<file path="config.mk">
export PLATFORM = sky130hd
export DESIGN_NAME = send_scheduler_flat
export DESIGN_NICKNAME = d
export VERILOG_FILES = /design/src/rtl/send_scheduler_pkg.sv /design/src/rtl/send_scheduler_if.sv /design/src/rtl/send_scheduler_pos_counter.sv /design/src/rtl/send_scheduler.sv /design/src/flat_wrapper.sv
export SDC_FILE = /design/constraint.sdc
export NUM_CORES = 1
export LEC_CHECK = 0
export BUFFER_PORTS_ARGS = -buffer_cell sky130_fd_sc_hd__buf_2
export CAP_MARGIN = 10
export CORE_UTILIZATION = 53
export CTS_CLUSTER_DIAMETER = 80
export DETAILED_ROUTE_END_ITERATION = 8
export PLACE_DENSITY = 0.7
export SLEW_MARGIN = 20
export SYNTH_ARGS = -nofsm -noshare
export SYNTH_HDL_FRONTEND = slang
export SYNTH_SLANG_ARGS = --single-unit
</file>
<file path="constraint.sdc">
create_clock -name clk125MHz -period 4.9 [get_ports clk125MHz]
set_clock_uncertainty 0.15 [all_clocks]
set_input_delay 0.98 -clock clk125MHz [delete_from_list [all_inputs] [get_ports clk125MHz]]
set_output_delay 0.98 -clock clk125MHz [all_outputs]
set_load 0.01 [all_outputs]
</file>
<file path="src/rtl/send_scheduler_pkg.sv">
// Shared types for the tx send scheduler: FSM states, ordering modes and the
// zero-means-one clamp applied to segment count and redundancy.
package send_pkg;

  typedef enum logic [2:0] {
    IDLE  = 3'd0,
    GAP   = 3'd1,
    ACK   = 3'd2,
    DRAIN = 3'd3,
    ADV   = 3'd4,
    HOLD  = 3'd5
  } state_t;

  localparam logic MODE_FRAME_MAJOR = 1'b0;
  localparam logic MODE_SEG_MAJOR   = 1'b1;

  function automatic logic [31:0] clamp_min1(input logic [31:0] v);
    return (v == 32'd0) ? 32'd1 : v;
  endfunction

endpackage

</file>
<file path="src/rtl/send_scheduler_if.sv">
// Start/busy handshake and frame descriptor between the send scheduler and
// the UDP frame builder.
interface send_scheduler_if #(
  parameter int SEG_W  = 16,
  parameter int TXID_W = 8,
  parameter int AUX_W  = 8
);
  logic              start_sending;
  logic [SEG_W-1:0]  segment_num;
  logic [TXID_W-1:0] txid;
  logic              first_copy;
  logic [AUX_W-1:0]  aux;
  logic              busy;

  modport master (
    output start_sending, segment_num, txid, first_copy, aux,
    input  busy
  );

  modport slave (
    input  start_sending, segment_num, txid, first_copy, aux,
    output busy
  );
endinterface

</file>
<file path="src/rtl/send_scheduler_pos_counter.sv">
// Nested segment/copy position counter; mode selects which index is inner.
// wrap flags that the next advance finishes the round.
module send_pos_counter
  import send_pkg::*;
#(
  parameter int SEG_W  = 16,
  parameter int TXID_W = 8
) (
  input  logic              clk125MHz,
  input  logic              rst_n,
  input  logic              clear,
  input  logic              advance,
  input  logic              mode,
  input  logic [SEG_W-1:0]  seg_max,
  input  logic [TXID_W-1:0] red,
  output logic [SEG_W-1:0]  seg,
  output logic [TXID_W-1:0] txid,
  output logic              wrap
);

  logic seg_last;
  logic txid_last;

  assign seg_last  = (seg == seg_max - SEG_W'(1));
  assign txid_last = (txid == red);
  assign wrap      = seg_last && txid_last;

  always_ff @(posedge clk125MHz or negedge rst_n) begin
    if (!rst_n) begin
      seg  <= '0;
      txid <= TXID_W'(1);
    end else if (clear) begin
      seg  <= '0;
      txid <= TXID_W'(1);
    end else if (advance) begin
      if (mode == MODE_SEG_MAJOR) begin
        if (txid_last) begin
          txid <= TXID_W'(1);
          seg  <= seg_last ? '0 : seg + SEG_W'(1);
        end else begin
          txid <= txid + TXID_W'(1);
        end
      end else begin
        if (seg_last) begin
          seg  <= '0;
          txid <= txid_last ? TXID_W'(1) : txid + TXID_W'(1);
        end else begin
          seg <= seg + SEG_W'(1);
        end
      end
    end
  end

endmodule

</file>
<file path="src/rtl/send_scheduler.sv">
// Issues start pulses to the frame builder, pacing them by an idle gap and a
// busy acknowledge with timeout; config is sampled once per round.
module send_scheduler
  import send_pkg::*;
#(
  parameter int SEG_W  = 16,
  parameter int TXID_W = 8,
  parameter int AUX_W  = 8,
  parameter int GAP_W  = 28,
  parameter int ACK_TO = 16
) (
  input  logic              clk125MHz,
  input  logic              rst_n,
  input  logic              enable,
  input  logic              mode,
  input  logic [SEG_W-1:0]  segment_num_max,
  input  logic [TXID_W-1:0] redundancy,
  input  logic [GAP_W-1:0]  gap_cycles,
  output logic              round_done,
  output logic              ack_err,
  send_scheduler_if.master  tx
);

  // state | meaning
  // IDLE  | not started; enable latches config and starts at (0,1)
  // GAP   | counting idle cycles; fires start or parks in HOLD on pause
  // ACK   | start issued, waiting for busy (timeout sets ack_err)
  // DRAIN | builder busy, waiting for it to finish
  // ADV   | step position; round end bumps aux and re-latches config
  // HOLD  | paused, position frozen until enable returns

  localparam int ACK_W = $clog2(ACK_TO + 1);

  state_t            state, state_nxt;
  logic              latch_cfg, pos_clear, pos_adv, fire, ack_timeout, round_end;
  logic [SEG_W-1:0]  seg_max_q, pos_seg, seg_q;
  logic [TXID_W-1:0] red_q, pos_txid, txid_q;
  logic              mode_q, pos_wrap, start_q;
  logic [AUX_W-1:0]  aux_q;
  logic [GAP_W-1:0]  gap_cnt;
  logic [ACK_W-1:0]  ack_cnt;

  send_pos_counter #(.SEG_W(SEG_W), .TXID_W(TXID_W)) u_pos (
    .clk125MHz (clk125MHz),
    .rst_n     (rst_n),
    .clear     (pos_clear),
    .advance   (pos_adv),
    .mode      (mode_q),
    .seg_max   (seg_max_q),
    .red       (red_q),
    .seg       (pos_seg),
    .txid      (pos_txid),
    .wrap      (pos_wrap)
  );

  always_ff @(posedge clk125MHz or negedge rst_n) begin
    if (!rst_n) state <= IDLE;
    else        state <= state_nxt;
  end

  always_comb begin
    state_nxt   = state;
    latch_cfg   = 1'b0;
    pos_clear   = 1'b0;
    pos_adv     = 1'b0;
    fire        = 1'b0;
    ack_timeout = 1'b0;
    round_end   = 1'b0;
    case (state)
      IDLE: begin
        if (enable) begin
          latch_cfg = 1'b1;
          pos_clear = 1'b1;
          state_nxt = GAP;
        end
      end
      GAP: begin
        if (!enable) begin
          state_nxt = HOLD;
        end else if (!tx.busy && gap_cnt >= gap_cycles) begin
          fire      = 1'b1;
          state_nxt = ACK;
        end
      end
      ACK: begin
        if (tx.busy) begin
          state_nxt = DRAIN;
        end else if (ack_cnt == ACK_W'(ACK_TO - 1)) begin
          ack_timeout = 1'b1;
          state_nxt   = ADV;
        end
      end
      DRAIN: begin
        if (!tx.busy) state_nxt = ADV;
      end
      ADV: begin
        pos_adv   = 1'b1;
        round_end = pos_wrap;
        latch_cfg = pos_wrap;
        state_nxt = GAP;
      end
      HOLD: begin
        if (enable) state_nxt = GAP;
      end
      default: state_nxt = IDLE;
    endcase
  end

  // Descriptor outputs are captured at the start so they hold for the whole frame.
  always_ff @(posedge clk125MHz or negedge rst_n) begin
    if (!rst_n) begin
      seg_max_q  <= '0;
      red_q      <= '0;
      mode_q     <= MODE_FRAME_MAJOR;
      gap_cnt    <= '0;
      ack_cnt    <= '0;
      start_q    <= 1'b0;
      seg_q      <= '0;
      txid_q     <= TXID_W'(1);
      aux_q      <= '0;
      round_done <= 1'b0;
      ack_err    <= 1'b0;
    end else begin
      start_q    <= fire;
      round_done <= round_end;
      if (round_end)   aux_q   <= aux_q + AUX_W'(1);
      if (ack_timeout) ack_err <= 1'b1;
      if (latch_cfg) begin
        seg_max_q <= SEG_W'(clamp_min1(32'(segment_num_max)));
        red_q     <= TXID_W'(clamp_min1(32'(redundancy)));
        mode_q    <= mode;
      end
      if (fire) begin
        seg_q  <= pos_seg;
        txid_q <= pos_txid;
      end
      if (state != GAP || tx.busy || fire) gap_cnt <= '0;
      else if (gap_cnt < gap_cycles)       gap_cnt <= gap_cnt + GAP_W'(1);
      if (state != ACK) ack_cnt <= '0;
      else              ack_cnt <= ack_cnt + ACK_W'(1);
    end
  end

  assign tx.start_sending = start_q;
  assign tx.segment_num   = seg_q;
  assign tx.txid          = txid_q;
  assign tx.first_copy    = (txid_q == TXID_W'(1));
  assign tx.aux           = aux_q;

endmodule

</file>
<file path="src/flat_wrapper.sv">
// flat-port wrapper written by rule: the top's interface ports become plain ports
module send_scheduler_flat import send_pkg::*;
#(
  parameter int SEG_W  = 16,
  parameter int TXID_W = 8,
  parameter int AUX_W  = 8,
  parameter int GAP_W  = 28,
  parameter int ACK_TO = 16
)
  (clk125MHz, rst_n, enable, mode, segment_num_max, redundancy, gap_cycles, round_done, ack_err, tx_start_sending, tx_segment_num, tx_txid, tx_first_copy, tx_aux, tx_busy);
  send_scheduler_if #(.SEG_W(SEG_W), .TXID_W(TXID_W), .AUX_W(AUX_W)) tx_i ();
  input  logic clk125MHz;
  input  logic rst_n;
  input  logic enable;
  input  logic mode;
  input  logic [SEG_W-1:0] segment_num_max;
  input  logic [TXID_W-1:0] redundancy;
  input  logic [GAP_W-1:0] gap_cycles;
  output logic round_done;
  output logic ack_err;
  output wire logic [$bits(tx_i.start_sending)-1:0] tx_start_sending;
  output wire logic [$bits(tx_i.segment_num)-1:0] tx_segment_num;
  output wire logic [$bits(tx_i.txid)-1:0] tx_txid;
  output wire logic [$bits(tx_i.first_copy)-1:0] tx_first_copy;
  output wire logic [$bits(tx_i.aux)-1:0] tx_aux;
  input wire logic [$bits(tx_i.busy)-1:0] tx_busy;
  assign tx_start_sending = tx_i.start_sending;
  assign tx_segment_num = tx_i.segment_num;
  assign tx_txid = tx_i.txid;
  assign tx_first_copy = tx_i.first_copy;
  assign tx_aux = tx_i.aux;
  assign tx_i.busy = tx_busy;
  send_scheduler #(.SEG_W(SEG_W), .TXID_W(TXID_W), .AUX_W(AUX_W), .GAP_W(GAP_W), .ACK_TO(ACK_TO)) u_core (.clk125MHz(clk125MHz), .rst_n(rst_n), .enable(enable), .mode(mode), .segment_num_max(segment_num_max), .redundancy(redundancy), .gap_cycles(gap_cycles), .round_done(round_done), .ack_err(ack_err), .tx(tx_i));
endmodule
</file>
==> flow_summary.html <==
<table>
<tr><th>Metric</th><th>Value</th></tr>
<tr><th colspan="2">Drt</th></tr>
<tr><td>Count of vias placed by the detailed router</td><td>6058</td></tr>
<tr><td>Via density per instance</td><td>6.12</td></tr>
<tr><td>Detailed-routing iteration count for the pre-antenna-repair pass</td><td>5</td></tr>
<tr><td># DRC</td><td>0</td></tr>
<tr><td>Remaining antenna violation count</td><td>0</td></tr>
<tr><td>Wire length per cell</td><td>18.0 um</td></tr>
<tr><td>Drt initial violations</td><td>370</td></tr>
<tr><td>Drt total wl</td><td>17.8 mm</td></tr>
<tr><th colspan="2">Power</th></tr>
<tr><td>P_leak</td><td>between 0.004 and 0.005 uW</td></tr>
<tr><td>Power Internal</td><td>2420 uW</td></tr>
<tr><td>P per Cell Area</td><td>396 nW/um^2</td></tr>
<tr><td>Fraction of power consumed by the clock network</td><td>41.8%</td></tr>
<tr><td>Gate power share</td><td>18.8%</td></tr>
<tr><td>Peak VDD IR</td><td>0.432 mV</td></tr>
<tr><td>Sw frac</td><td>between 20 and 30%</td></tr>
<tr><td>Proportion of power drawn by flip-flops and latches</td><td>39.4%</td></tr>
<tr><td>Switching power</td><td>979 uW</td></tr>
<tr><td>Overall power after layout</td><td>3400 uW</td></tr>
<tr><th colspan="2">Min path</th></tr>
<tr><td>Kind of path behind the tightest hold check</td><td>reg -&gt; reg</td></tr>
<tr><td>Source of the worst hold timing path</td><td>u_core.ack_cnt[0]</td></tr>
<tr><th colspan="2">Finish</th></tr>
<tr><td>Fraction of final layout cells with drive strength greater than 1</td><td>23.7%</td></tr>
<tr><td>Final layout net count</td><td>between 800 and 900</td></tr>
<tr><td>ANT cells</td><td>0</td></tr>
<tr><td>Post-synthesis to final-layout area growth</td><td>17.4%</td></tr>
<tr><th colspan="2">Clocking</th></tr>
<tr><td>Resized Gates After CTS</td><td>0</td></tr>
<tr><td>Hold buffers post-CTS</td><td>0</td></tr>
<tr><td>Clock Tree Root</td><td>sky130_fd_sc_hd__clkbuf_16</td></tr>
<tr><td>TritonCTS clock tree</td><td>built</td></tr>
<tr><td>Clock transition at the register clock pins on the worst setup and hold paths after CTS</td><td>0.05 ns</td></tr>
<tr><td>Insertion delay to the later sink of the worst-skew pair</td><td>0.42 ns</td></tr>
<tr><td>Total CTS buffers</td><td>17</td></tr>
<tr><td>Sink count of the clock tree</td><td>between 100 and 150</td></tr>
<tr><td>Maximum root-to-sink buffer count</td><td>2</td></tr>
<tr><td>CTS HTree Levels</td><td>4</td></tr>
<tr><td>Post-CTS Setup Bufs</td><td>0</td></tr>
<tr><th colspan="2">Timing</th></tr>
<tr><td>Max-slew violation count</td><td>0</td></tr>
<tr><td>Normalized max-slew margin</td><td>36.2%</td></tr>
<tr><td>Worst-case hold slack</td><td>0.314 ns</td></tr>
<tr><td>Fin crit period</td><td>4.13 ns</td></tr>
<tr><td>Final critical-path share of the clock period</td><td>84.3%</td></tr>
<tr><td>Upper clock frequency limit</td><td>about 240 MHz</td></tr>
<tr><td>Final setup violating endpoints</td><td>0</td></tr>
<tr><td>Fin worst setup slack</td><td>0.768 ns</td></tr>
<tr><td>Unrepaired setup endpoints after global routing</td><td>no</td></tr>
<tr><td>Slew at the pin closest to its max-slew limit</td><td>approximately 0.94 ns</td></tr>
<tr><td>Hold violation total from the final report</td><td>0</td></tr>
<tr><td>Aggregate negative setup slack</td><td>0 ns</td></tr>
<tr><th colspan="2">Synth</th></tr>
<tr><td>Most used flip-flop cell after synthesis</td><td>sky130_fd_sc_hd__dfrtp_1</td></tr>
<tr><td>Number of distinct library cells after synthesis</td><td>66</td></tr>
<tr><td>Synth Net Count</td><td>810</td></tr>
<tr><td>Proportion of synthesized chip area in sequential cells</td><td>around two fifths</td></tr>
<tr><td>Post-synth design cell area</td><td>7300 sq um</td></tr>
<tr><td>Post-synthesis sequential element count</td><td>120</td></tr>
<tr><td>Fraction of synthesis flops using an asynchronous set or reset pin</td><td>100%</td></tr>
<tr><td>Number of synthesis warnings</td><td>0</td></tr>
<tr><td>Post-synthesis average cell area</td><td>slightly above 10 sq um</td></tr>
<tr><td>Number of enable-type register cells in the synthesized netlist</td><td>0</td></tr>
<tr><td>Number of standard cells after synthesis</td><td>718</td></tr>
<tr><th colspan="2">GRT</th></tr>
<tr><td>GRT Util Overall</td><td>26.7%</td></tr>
<tr><td>Grt met3 use</td><td>5.89%</td></tr>
<tr><td>Antenna violations before repair</td><td>0</td></tr>
<tr><td>Met1 Resource Use GR</td><td>36.2%</td></tr>
<tr><td>Via count of the first global-routing pass</td><td>6020</td></tr>
<tr><td>Global route hottest layer</td><td>met2</td></tr>
<tr><td>Total congestion overflow after global routing</td><td>0</td></tr>
<tr><td>Met2 track demand over resource</td><td>42.7%</td></tr>
<tr><td>Global-route wire length before repair</td><td>about 30 mm</td></tr>
<tr><td>Largest net degree at the start of global routing</td><td>~70</td></tr>
<tr><th colspan="2">Worst setup path</th></tr>
<tr><td>Required time of the critical path</td><td>a little over 5 ns</td></tr>
<tr><td>Setup crit start kind</td><td>flip-flop</td></tr>
<tr><td>Signal arrival time at the worst endpoint</td><td>4.28 ns</td></tr>
<tr><td>Path type of the worst setup path</td><td>reg -&gt; reg</td></tr>
<tr><td>Max FO, Critical Path</td><td>16</td></tr>
<tr><td>Worst setup EP type</td><td>flip-flop</td></tr>
<tr><td>Startpoint of the worst-slack reg-to-reg timing path</td><td>u_core.seg_max_q[0]</td></tr>
<tr><td>Crit. Startpoint</td><td>u_core.seg_max_q[0]</td></tr>
<tr><th colspan="2">Floorplanning</th></tr>
<tr><td>I/O pin count</td><td>93</td></tr>
<tr><td>Number of cell rows</td><td>42</td></tr>
<tr><td>Vert. Die Dim</td><td>119 um</td></tr>
<tr><td>Die W</td><td>about 120 um</td></tr>
<tr><td>Floorplan die area</td><td>14300 sq um</td></tr>
<tr><td>Starting Density</td><td>a little over half</td></tr>
<tr><td>Placeable core area</td><td>13300 sq um</td></tr>
<tr><th colspan="2">Place</th></tr>
<tr><td>Total half-perimeter wirelength after legalization and detailed placement</td><td>between 10 and 15 mm</td></tr>
<tr><td>Setup Slack @ Placement</td><td>0.782 ns</td></tr>
<tr><td>Number of buffers added on ports</td><td>92</td></tr>
<tr><td>Final estimated routing congestion in global placement</td><td>0.906</td></tr>
<tr><th colspan="2">Status</th></tr>
<tr><td>Outcome</td><td>completed</td></tr>
<tr><th colspan="2">Job</th></tr>
<tr><td>Total of max-cap violations</td><td>0</td></tr>
</table>
[state kept, by name, summed over array words and instances, names as in the netlist, 8 cells and up]
signal                 cells
u_core.u_pos.txid          8
u_core.tx.aux              8
u_core.tx.txid             8
u_core.red_q               8
u_core.seg_max_q          16
u_core.tx.segment_num     16
u_core.u_pos.seg          16
u_core.gap_cnt            28
[Yosys cell counts (all sizes together), types with 2 or more instances]
library cell / number / area share (%)
nand3b: 3 / 0.31
nor4: 22 / 2.3
or4: 28 / 2.9
clkbuf: 28 / 1.4
a31oi: 2 / 0.17
nor3b: 3 / 0.31
inv: 41 / 2.1
nor3: 11 / 0.82
o21ai: 23 / 1.6
o31ai: 32 / 3.3
o211ai: 3 / 0.50
dfstp: 2 / 0.72
nand4: 22 / 1.9
mux2: 48 / 8.3
or2: 2 / 0.17
and2: 8 / 0.69
nor4b: 4 / 0.48
xnor2: 36 / 4.3
nand3: 22 / 1.5
or3: 5 / 0.50
xor2: 10 / 1.2
nand2: 36 / 1.8
nand2b: 12 / 1.0
o21a: 4 / 0.41
nor2b: 5 / 0.43
dfrtp: 118 / 40
a22o: 2 / 0.24
and3: 23 / 2.0
buf: 9 / 1.1
nor2: 28 / 1.4
ha: 35 / 6.0
o2bb2ai: 8 / 0.96
a211oi: 30 / 3.1
a21oi: 21 / 1.5
a21o: 5 / 0.51
and4: 7 / 0.84
[cell families (layout without fill, tap and decap cells)]
kind of cell	Yosys count	after routing	synth area share, %
simple gates	244	244	19.8
compound gates	146	146	14.5
flops	120	120	41.1
buf+inv	78	174	4.68
mux	49	49	8.41
xor+xnor	46	46	5.52
fa+ha+maj	35	35	6.00
[cells in the final DEF (no fill, tap or decap), drive strengths merged, types with 3 or more instances in the layout]
cell type  netlist  routed
dfrtp          118     118
buf              9     101
mux2            48      48
inv             41      42
xnor2           36      36
nand2           36      36
ha              35      35
o31ai           32      32
a211oi          30      30
or4             28      28
nor2            28      28
and3            23      23
o21ai           23      23
nand3           22      22
nand4           22      22
nor4            22      22
a21oi           21      21
clkbuf          28      19
nand2b          12      12
nor3            11      11
xor2            10      10
and2             8       8
o2bb2ai          8       8
and4             7       7
bufinv           0       6
a21o             5       5
nor2b            5       5
or3              5       5
nor4b            4       4
o21a             4       4
clkinv           0       4
nor3b            3       3
nand3b           3       3
o211ai           3       3
[critical path, stage by stage, from the launching register on]
cell	delay, ns
sky130_fd_sc_hd__dfrtp_1	0.44
sky130_fd_sc_hd__inv_1	0.09
sky130_fd_sc_hd__ha_1	0.21
sky130_fd_sc_hd__or3b_1	0.50
sky130_fd_sc_hd__or3_4	0.45
sky130_fd_sc_hd__a2111oi_4	0.42
sky130_fd_sc_hd__o211ai_4	0.16
sky130_fd_sc_hd__nor4_4	0.41
sky130_fd_sc_hd__or2_1	0.57
sky130_fd_sc_hd__buf_12	0.25
sky130_fd_sc_hd__mux2_2	0.35
[area by class of cell]
cell class / instances / area [sq um]
clock buffer: 19 / 443
clock inverter: 13 / 224
fill: 1099 / 4780
inverter: 41 / 154
multi-input combinational: 520 / 3960
sequential: 120 / 3010
tap: 176 / 220
timing repair buffer: 101 / 563
[through the flow]
step	utilization, %	cell area (sq um)	std cells
4_1_cts	64.2	8570	990
5_1_grt	64.2	8570	990
3_3_place_gp	59.1	7890	957
2_1_floorplan	-	7300	718
3_5_place_dp	59.2	7910	958
6_report	64.2	8570	990
[power groups by stage]
stage	sequential (uW)	clock, uW	combinational [uW]
floorplan	1260	0	530
global placement	1340	0	610
detailed placement	1350	0	630
CTS	1330	1440	639
global route	1360	1480	706
finish	1340	1420	640
[layer usage]
layer,vias up,wire length [um]
met5,-,0
met4,0,216
met3,25,710
met2,142,8570
met1,3016,8280
li1,2875,-
[final timing paths]
check                                       end  slack (ns)  cells past startpoint
hold reg to reg               u_core.ack_cnt[0]        0.31                      1
setup / recovery            u_core.seg_max_q[5]        0.77                     10
min in group asynchronous    u_core.gap_cnt[16]        0.51                      1
max in group asynchronous  u_core.u_pos.txid[0]        3.10                      2
hold / removal                u_core.ack_cnt[0]        0.31                      1
setup reg to reg            u_core.seg_max_q[5]        0.77                     10
(Power assumes the default switching activity.)
